`src/rtl/div_ctrl_pkg.sv`:
```
// div_ctrl_pkg: shared encodings for the multi-cycle divider controller
package div_ctrl_pkg;
  typedef logic [1:0] div_state_t;
  localparam div_state_t DivFree   = 2'b00;
  localparam div_state_t DivByZero = 2'b01;
  localparam div_state_t DivOn     = 2'b10;
  localparam div_state_t DivEnd    = 2'b11;
  localparam logic DivStart          = 1'b1;
  localparam logic DivStop           = 1'b0;
  localparam logic DivResultReady    = 1'b1;
  localparam logic DivResultNotReady = 1'b0;
  function automatic logic [31:0] neg_if(input logic c, input logic [31:0] v);
    return c ? -v : v;
  endfunction
endpackage

```
`src/rtl/div_ctrl_if.sv`:
```
// div_ctrl_if: EX-stage to divider request/result bundle
interface div_ctrl_if;
  logic        signed_div_i;
  logic [31:0] opdata1_i;
  logic [31:0] opdata2_i;
  logic        start_i;
  logic        annul_i;
  logic [63:0] result_o;
  logic        ready_o;
  logic        stallreq_o;
  modport master (output signed_div_i, opdata1_i, opdata2_i, start_i, annul_i,
                  input result_o, ready_o, stallreq_o);
  modport slave  (input signed_div_i, opdata1_i, opdata2_i, start_i, annul_i,
                  output result_o, ready_o, stallreq_o);
endinterface

```
`src/rtl/div_ctrl.sv`:
```
// div_ctrl: 32-step restoring divider, signed/unsigned, result = {remainder, quotient}
module div_ctrl
  import div_ctrl_pkg::*;
(
  input  logic       clk,
  input  logic       rst,
  div_ctrl_if.slave  bus
);
  div_state_t  state_q, state_d;
  logic [5:0]  cnt_q, cnt_d;
  logic [64:0] w_q, w_d, w_step;
  logic [31:0] d_q, d_d;
  logic        sa_q, sa_d, sb_q, sb_d;
  logic [63:0] res_q, res_d;
  logic        ready_q, ready_d;
  logic [32:0] diff;
  // w[64:32] is the pre-shifted partial remainder; quotient bits enter at w[0]
  always_comb begin
    state_d = state_q;
    cnt_d   = cnt_q;
    w_d     = w_q;
    d_d     = d_q;
    sa_d    = sa_q;
    sb_d    = sb_q;
    res_d   = res_q;
    diff    = w_q[64:32] - {1'b0, d_q};
    w_step  = {diff[32] ? w_q[63:32] : diff[31:0], w_q[31:0], ~diff[32]};
    case (state_q)
      DivFree: if (bus.start_i == DivStart && !bus.annul_i) begin
        state_d = (bus.opdata2_i == '0) ? DivByZero : DivOn;
        cnt_d   = '0;
        sa_d    = bus.signed_div_i & bus.opdata1_i[31];
        sb_d    = bus.signed_div_i & bus.opdata2_i[31];
        w_d     = {32'b0, neg_if(bus.signed_div_i & bus.opdata1_i[31], bus.opdata1_i), 1'b0};
        d_d     = neg_if(bus.signed_div_i & bus.opdata2_i[31], bus.opdata2_i);
      end
      DivByZero: begin
        res_d   = '0;
        state_d = DivEnd;
      end
      DivOn: if (bus.annul_i) begin
        state_d = DivFree;
        cnt_d   = '0;
      end else begin
        w_d   = w_step;
        cnt_d = cnt_q + 6'd1;
        if (cnt_q == 6'd31) begin
          state_d = DivEnd;
          res_d   = {neg_if(sa_q, w_step[64:33]), neg_if(sa_q ^ sb_q, w_step[31:0])};
        end
      end
      default: if (bus.start_i == DivStop) state_d = DivFree;
    endcase
    ready_d = (state_q == DivEnd && bus.start_i == DivStart) ? DivResultReady : DivResultNotReady;
  end
  always_ff @(posedge clk) begin
    if (rst) begin
      state_q <= DivFree;
      cnt_q   <= '0;
      w_q     <= '0;
      d_q     <= '0;
      sa_q    <= 1'b0;
      sb_q    <= 1'b0;
      res_q   <= '0;
      ready_q <= DivResultNotReady;
    end else begin
      state_q <= state_d;
      cnt_q   <= cnt_d;
      w_q     <= w_d;
      d_q     <= d_d;
      sa_q    <= sa_d;
      sb_q    <= sb_d;
      res_q   <= res_d;
      ready_q <= ready_d;
    end
  end
  assign bus.result_o   = res_q;
  assign bus.ready_o    = ready_q;
  assign bus.stallreq_o = bus.start_i & ~ready_q & ~bus.annul_i;
endmodule

```
`src/flat_wrapper.sv`:
```
// flat-port wrapper written by rule: the top's interface ports become plain ports
module div_ctrl_flat import div_ctrl_pkg::*;
  (clk, rst, bus_signed_div_i, bus_opdata1_i, bus_opdata2_i, bus_start_i, bus_annul_i, bus_result_o, bus_ready_o, bus_stallreq_o);
  div_ctrl_if bus_i ();
  input  logic clk;
  input  logic rst;
  input wire logic [$bits(bus_i.signed_div_i)-1:0] bus_signed_div_i;
  input wire logic [$bits(bus_i.opdata1_i)-1:0] bus_opdata1_i;
  input wire logic [$bits(bus_i.opdata2_i)-1:0] bus_opdata2_i;
  input wire logic [$bits(bus_i.start_i)-1:0] bus_start_i;
  input wire logic [$bits(bus_i.annul_i)-1:0] bus_annul_i;
  output wire logic [$bits(bus_i.result_o)-1:0] bus_result_o;
  output wire logic [$bits(bus_i.ready_o)-1:0] bus_ready_o;
  output wire logic [$bits(bus_i.stallreq_o)-1:0] bus_stallreq_o;
  assign bus_i.signed_div_i = bus_signed_div_i;
  assign bus_i.opdata1_i = bus_opdata1_i;
  assign bus_i.opdata2_i = bus_opdata2_i;
  assign bus_i.start_i = bus_start_i;
  assign bus_i.annul_i = bus_annul_i;
  assign bus_result_o = bus_i.result_o;
  assign bus_ready_o = bus_i.ready_o;
  assign bus_stallreq_o = bus_i.stallreq_o;
  div_ctrl u_core (.clk(clk), .rst(rst), .bus(bus_i));
endmodule
```
`config.mk`:
```
export PLATFORM = sky130hd
export DESIGN_NAME = div_ctrl_flat
export DESIGN_NICKNAME = d
export VERILOG_FILES = /design/src/rtl/div_ctrl_pkg.sv /design/src/rtl/div_ctrl_if.sv /design/src/rtl/div_ctrl.sv /design/src/flat_wrapper.sv
export SDC_FILE = /design/constraint.sdc
export NUM_CORES = 1
export LEC_CHECK = 0
export ABC_AREA = 1
export BUFFER_PORTS_ARGS = -buffer_cell sky130_fd_sc_hd__clkbuf_2
export CAP_MARGIN = 20
export CORE_MARGIN = 8
export CORE_UTILIZATION = 40
export DETAILED_ROUTE_END_ITERATION = 10
export GPL_TIMING_DRIVEN = 1
export PLACE_DENSITY = 0.59
export RECOVER_POWER = 25
export SYNTH_ARGS = -nofsm -noshare
export SYNTH_HDL_FRONTEND = slang
export SYNTH_SLANG_ARGS = --single-unit
```
`constraint.sdc`:
```
create_clock -name clk -period 3.8 [get_ports clk]
set_clock_uncertainty 0.1 [all_clocks]
set_input_delay 0.19 -clock clk [delete_from_list [all_inputs] [get_ports clk]]
set_output_delay 0.19 -clock clk [all_outputs]
set_load 0.01 [all_outputs]
```
* Word-level counts from Yosys, hierarchy flattened
Cells that the tools add are included.
** Cells by class
- Add/subtract/negate cells :: 6
- Equal/unequal tests :: 9
- Multiplexer cells :: 21
- Bitwise gates (word level) :: 8
- Reduce and logical (&&, ||, !) cells :: 12
** Operators by type and width (number)
- 2-to-1 mux 32 bit :: 5
- 2-to-1 mux 65 bit :: 2
- case mux 65 bit (2 select lines) :: 1
- 2-to-1 mux 64 bit :: 2
- negation 32 bit :: 4
- case mux 64 bit (2 select lines) :: 1
- subtractor 33 x 32 -> 33 bit :: 1
- logical NOT 32 bit :: 1
- 2-to-1 mux 6 bit :: 2
- case mux 6 bit (2 select lines) :: 1
- 2-to-1 mux 2 bit :: 5
- AND reduction 3 bit :: 3
- adder 6 x 1 -> 6 bit, second input constant :: 1
- equality test 6 x 5 -> 1 bit, second input constant :: 1
- case mux 2 bit (3 select lines) :: 1
- bitwise AND 1 bit :: 4
- equality test 2 bit, second input constant :: 2
- != test 2 x 1 -> 1 bit, second input constant :: 2
- != test 4 x 1 -> 1 bit, second input constant :: 1
- AND reduction 2 bit :: 2
- nonzero test 2 bit :: 2
- != test 3 x 2 -> 1 bit, second input constant :: 1
- inverter 1 bit :: 3
- equality test 2 x 1 -> 1 bit, second input constant :: 1
- 6 further kinds :: 7
** Word-level totals
- Flip-flop bits (word level) :: 172
- Output and inout port bits :: 66
- Logic and storage cells :: 64

* Logic depth before layout (Yosys ltp)
- Word-level depth :: 7
- Gate-level depth with buffers :: 31
- Mapped depth without buffers :: 29

* Least setup slack after synthesis
No wires, ideal clock.
- Path kind :: register to register
- Start point :: reg u_core.w_q[32]
- End point :: reg u_core.res_q[28], in the netlist u_core.bus.result_o[28]
- Library setup time :: 0.070 ns
- Data arrival time :: 3.550 ns
- Required time :: 3.630 ns
- Slack :: 0.080 ns
- Stages on the path, launching flop included :: 31
- Clock period less this slack :: 3.720 ns
- Path through :: dfxtp_1 inv_1 ha_1 inv_1 fa_1 nand2_1 nand2_1 nand3_1 nand2_1 nand2_1 nand2_1 nand2_2 nand3_2 nand2_1 buf_6 buf_6 ha_1 nand2_1 nor2_1 nand2_1 nor3_1 nand3_1 inv_1 nand3_1 nor2_1 a21oi_1 inv_1 o21ai_0 a21boi_0 o21ai_0 a21oi_1
** On the way
- Cells in the longest elaborated chain, start to end :: 7
** RTL lines
- start: declaration :: RTL line div_ctrl.sv:11 : logic [64:0] w_q, w_d, w_step;
- start signal: assignment :: RTL line div_ctrl.sv:69 : w_q <= w_d;
- subtractor 33 x 32 -> 33 bit :: RTL line div_ctrl.sv:26 : diff = w_q[64:32] - {1'b0, d_q};
- inverter 1 bit :: RTL line div_ctrl.sv:27 : w_step = {diff[32] ? w_q[63:32] : diff[31:0], w_q[31:0], ~diff[32]};
- negation 32 bit :: RTL line div_ctrl_pkg.sv:13 : return c ? -v : v;
- 2-to-1 mux 32 bit :: RTL line div_ctrl_pkg.sv:13
- 2-to-1 mux 64 bit :: RTL line div_ctrl.sv:47 : if (cnt_q == 6'd31) begin
- 2-to-1 mux 64 bit :: RTL line div_ctrl.sv:41 : DivOn: if (bus.annul_i) begin
- case mux 64 bit (2 select lines) :: RTL line div_ctrl.sv:28 : case (state_q)
- end signal: assignment :: RTL line div_ctrl.sv:73 : res_q <= res_d;
- end: declaration :: RTL line div_ctrl.sv:14 : logic [63:0] res_q, res_d;
Every way passes these cells. The select of a mux whose other input is x is not followed.
A chain may end at the register's enable or synchronous reset.

* Worst setup path after layout
- Start point :: reg u_core.d_q[27]
- End point :: reg u_core.res_q[28], in the netlist u_core.bus.result_o[28]
** On the way
- Cells in the longest elaborated chain, start to end :: 7
** RTL lines
- start: declaration :: RTL line div_ctrl.sv:12 : logic [31:0] d_q, d_d;
- start signal: assignment :: RTL line div_ctrl.sv:61 : d_q <= '0;
- start signal: assignment :: RTL line div_ctrl.sv:70 : d_q <= d_d;
- subtractor 33 x 32 -> 33 bit :: RTL line div_ctrl.sv:26
- inverter 1 bit :: RTL line div_ctrl.sv:27
- negation 32 bit :: RTL line div_ctrl_pkg.sv:13
- 2-to-1 mux 32 bit :: RTL line div_ctrl_pkg.sv:13
- 2-to-1 mux 64 bit :: RTL line div_ctrl.sv:47
- 2-to-1 mux 64 bit :: RTL line div_ctrl.sv:41
- case mux 64 bit (2 select lines) :: RTL line div_ctrl.sv:28
Every way passes these cells. The select of a mux whose other input is x is not followed.

==> out/results.ini <==
[detailed_routing]
drt-initial-drc-count=1215
drc_errors=0
ant_nets=0
drt_wl_total_mm=43.5
via_count=13896
dr.pass1.iters=5
wire_per_inst_um=16.1
viasPerCell=5.15

[clock_tree]
htreeDepth=4
clock_latency_ns=0.45
cts_tree=done
clock_path_buffers=2
clock_sinks=172
clk_pin_slew_ns=0.08
clockRootBuffer=clkbuf_16
cts-buffers-inserted=17

[die]
die_h_um=194
initial_utilization=0.404
num_rows=65
core-area_mm2=0.0314
fp.dieArea_mm2=0.0376
die_x_um=194
ioPinCount=135

[place]
dp_hpwl_mm=34.4
gp_congestion=0.994
dp_cells=2657
dpl_cell_area_mm2=0.0141
io_buffers=134

[timing]
finalSetupViolations=0
max_slew_margin=0.327
post-route-period-util=0.907
period_needed_ns=3.45
max_freq_ghz=0.290
hold_violations=0
worstMarginPinSlew_ns=1.01
final_max_slew_viol_count=0
setup_tns_ns=0

[critical_path]
worstSetupStartpointType=flip-flop
worst-path-max-fanout=4
worstPathRequired_ns=4.06
crit_top_cell=nand2_2
cp-end-kind=flip-flop
path_class=reg -> reg
critPathSlowestCell=dfxtp_1
critPathMaxStageDelay_ns=0.34
cp.arrival_ns=3.70

[pwr]
vdd_drop_max_mv=0.319
p_leak_nw=7.16
power.density_mw_per_mm2=392

[finish]
final_layout_size_suffix_gt1_frac=0.113
area_growth_pct=17.3
fin_nets=2396
antenna_cells=0
final_core_util=0.474
instances_no_fill=2699
finalInstanceArea_mm2=0.0149

[synth]
syn_area_per_cell_um2=5.95
ys_seq_area_frac=0.272
syn_area_mm2=0.0127
ys_ff_latch=172
ys_warn_count=0
netlist_instances=2131
yosysUniqueCellTypes=46
synth_nets=2243

[run]
cap_viol_max_count=0

[grt]
antenna_found_initial=0
grtUsageTotal=0.227
grt_pass1_vias=12756
grt_max_degree=92
grt_pass1_wl_mm=69.8
gr-total-overflow=0

[status]
status=finished, final reports clean

[min_path]
hold_class=in -> reg

layout by cell type, fill, tap and decap left out, drive strengths merged, types with 2 or more instances in the layout:
master,netlist,final
nand3,146,146
a211oi,3,3
clkbuf,64,150
clkinv,3,7
or2,14,14
clkinvlp,0,2
o211ai,22,22
dlygate4sd3,0,8
nor4,10,10
nand3b,15,15
ha,42,42
nand4,19,19
a21oi,227,227
a21boi,13,13
o21ai,112,112
a21o,2,2
dfxtp,172,172
buf,16,73
and2,2,2
xnor2,27,27
nor2,189,189
inv,263,271
o221ai,11,11
a31oi,5,5
nand2,684,684
o21bai,9,9
nor3,29,29
xor2,25,25
stage by stage:
stage,setup WS [ns],hold WS [ns],total power (W)
3_3_place_gp,0.0545,0.318,0.00392
4_1_cts,0.0885,0.000428,0.00576
6_report,0.353,0.0110,0.00583
3_5_place_dp,0.0169,0.318,0.00393
2_1_floorplan,0.0800,0.211,0.00332
5_1_grt,-0.0125,0.0102,0.00620
worst paths after layout:
kind,from,to,slack (ns),cells past startpoint
worst max-delay path,u_core.d_q[27],u_core.bus.result_o[28],0.35,25
worst min-delay path,bus_opdata2_i[12],u_core.d_q[12],0.01,4
worst max register to register,u_core.d_q[27],u_core.bus.result_o[28],0.35,25
worst min register to register,u_core.bus.result_o[29],u_core.bus.result_o[29],0.37,2
layer usage:
metal / global-route usage / vias up / wire length, um / part of all wire
met3: 0.0439 / 36 / 2790 / 0.064
met4: 0.0515 / 0 / 697 / 0.016
met1: 0.338 / 6286 / 22400 / 0.51
met5: 0 / - / 0 / 0
li1: - / 7185 / - / -
met2: 0.330 / 389 / 17700 / 0.41
Yosys cell counts, drive strengths merged:
| library cell | instances | area [um^2] |
|---|---|---|
| o221ai | 11 | 96.3 |
| clkbuf | 64 | 240 |
| nor3 | 29 | 150 |
| nand2 | 684 | 2590 |
| nand3 | 146 | 736 |
| nor2 | 189 | 734 |
| o21a | 1 | 7.51 |
| and2 | 2 | 12.5 |
| xor2 | 25 | 219 |
| nand4 | 19 | 119 |
| xnor2 | 27 | 236 |
| a41o | 1 | 10.0 |
| buf | 16 | 114 |
| a21o | 2 | 15.0 |
| a221oi | 1 | 8.76 |
| a21oi | 227 | 1140 |
| o21bai | 9 | 90.1 |
| fa | 1 | 20.0 |
| nor4 | 10 | 62.6 |
| inv | 263 | 987 |
| or2 | 14 | 87.6 |
| a21boi | 13 | 97.6 |
| o31ai | 1 | 7.51 |
| and3 | 1 | 6.26 |
| o21ai | 112 | 564 |
| dfxtp | 172 | 3440 |
| a31oi | 5 | 31.3 |
| clkinv | 3 | 11.3 |
| a211oi | 3 | 22.5 |
| o211ai | 22 | 165 |
| nand3b | 15 | 113 |
| ha | 42 | 526 |
| nor3b | 1 | 7.51 |
kinds of logic after synthesis:
logic type	Yosys count	synth area share
XOR/XNOR	52	0.0359
adder cells (fa/ha/maj)	43	0.0431
AND/OR/NAND/NOR	1110	0.364
AO/OA/AOI/OAI	408	0.178
buffers and inverters	346	0.107
flip-flops	172	0.272
critical path: cells and delay by family (launching register included):
family          cells  cell delay (ns)
compound gates      5             0.54
fa+ha+maj           2             0.48
flops               1             0.34
buf+inv             3             0.19
simple gates       15             1.72
state kept, by name (all words and copies together) (netlist names):
signal,count
u_core.w_q,65
u_core.bus.result_o,64
u_core.d_q,32
u_core.cnt_q,6
u_core.state_q,2
u_core.bus.ready_o,1
u_core.sa_q,1
u_core.sb_q,1
where the power goes:
group	leakage, nW	internal, W	switching, W
Clock	0.290	0.000943	0.000884
Combinational	5.48	0.000698	0.00130
Sequential	1.40	0.00189	0.000113
Total	7.16	0.00354	0.00230
cell type report:
class | instances | area [um^2]
inverter | 266 | 998
clock buffer | 17 | 425
fill | 3463 | 16500
sequential | 172 | 3440
timing repair buffer | 214 | 1270
tap | 402 | 503
clock inverter | 15 | 174
multi-input combinational | 1613 | 8050
repair_timing:
item,4_1_cts,5_1_grt
pin swaps,0,7
hold endpoints to repair,8,0
endpoints found under the setup margin,1,35
gates resized for setup,1,44
buffers inserted,0,1
hold buffers,8,0
No activity file was read; power rests on OpenSTA's default activity.
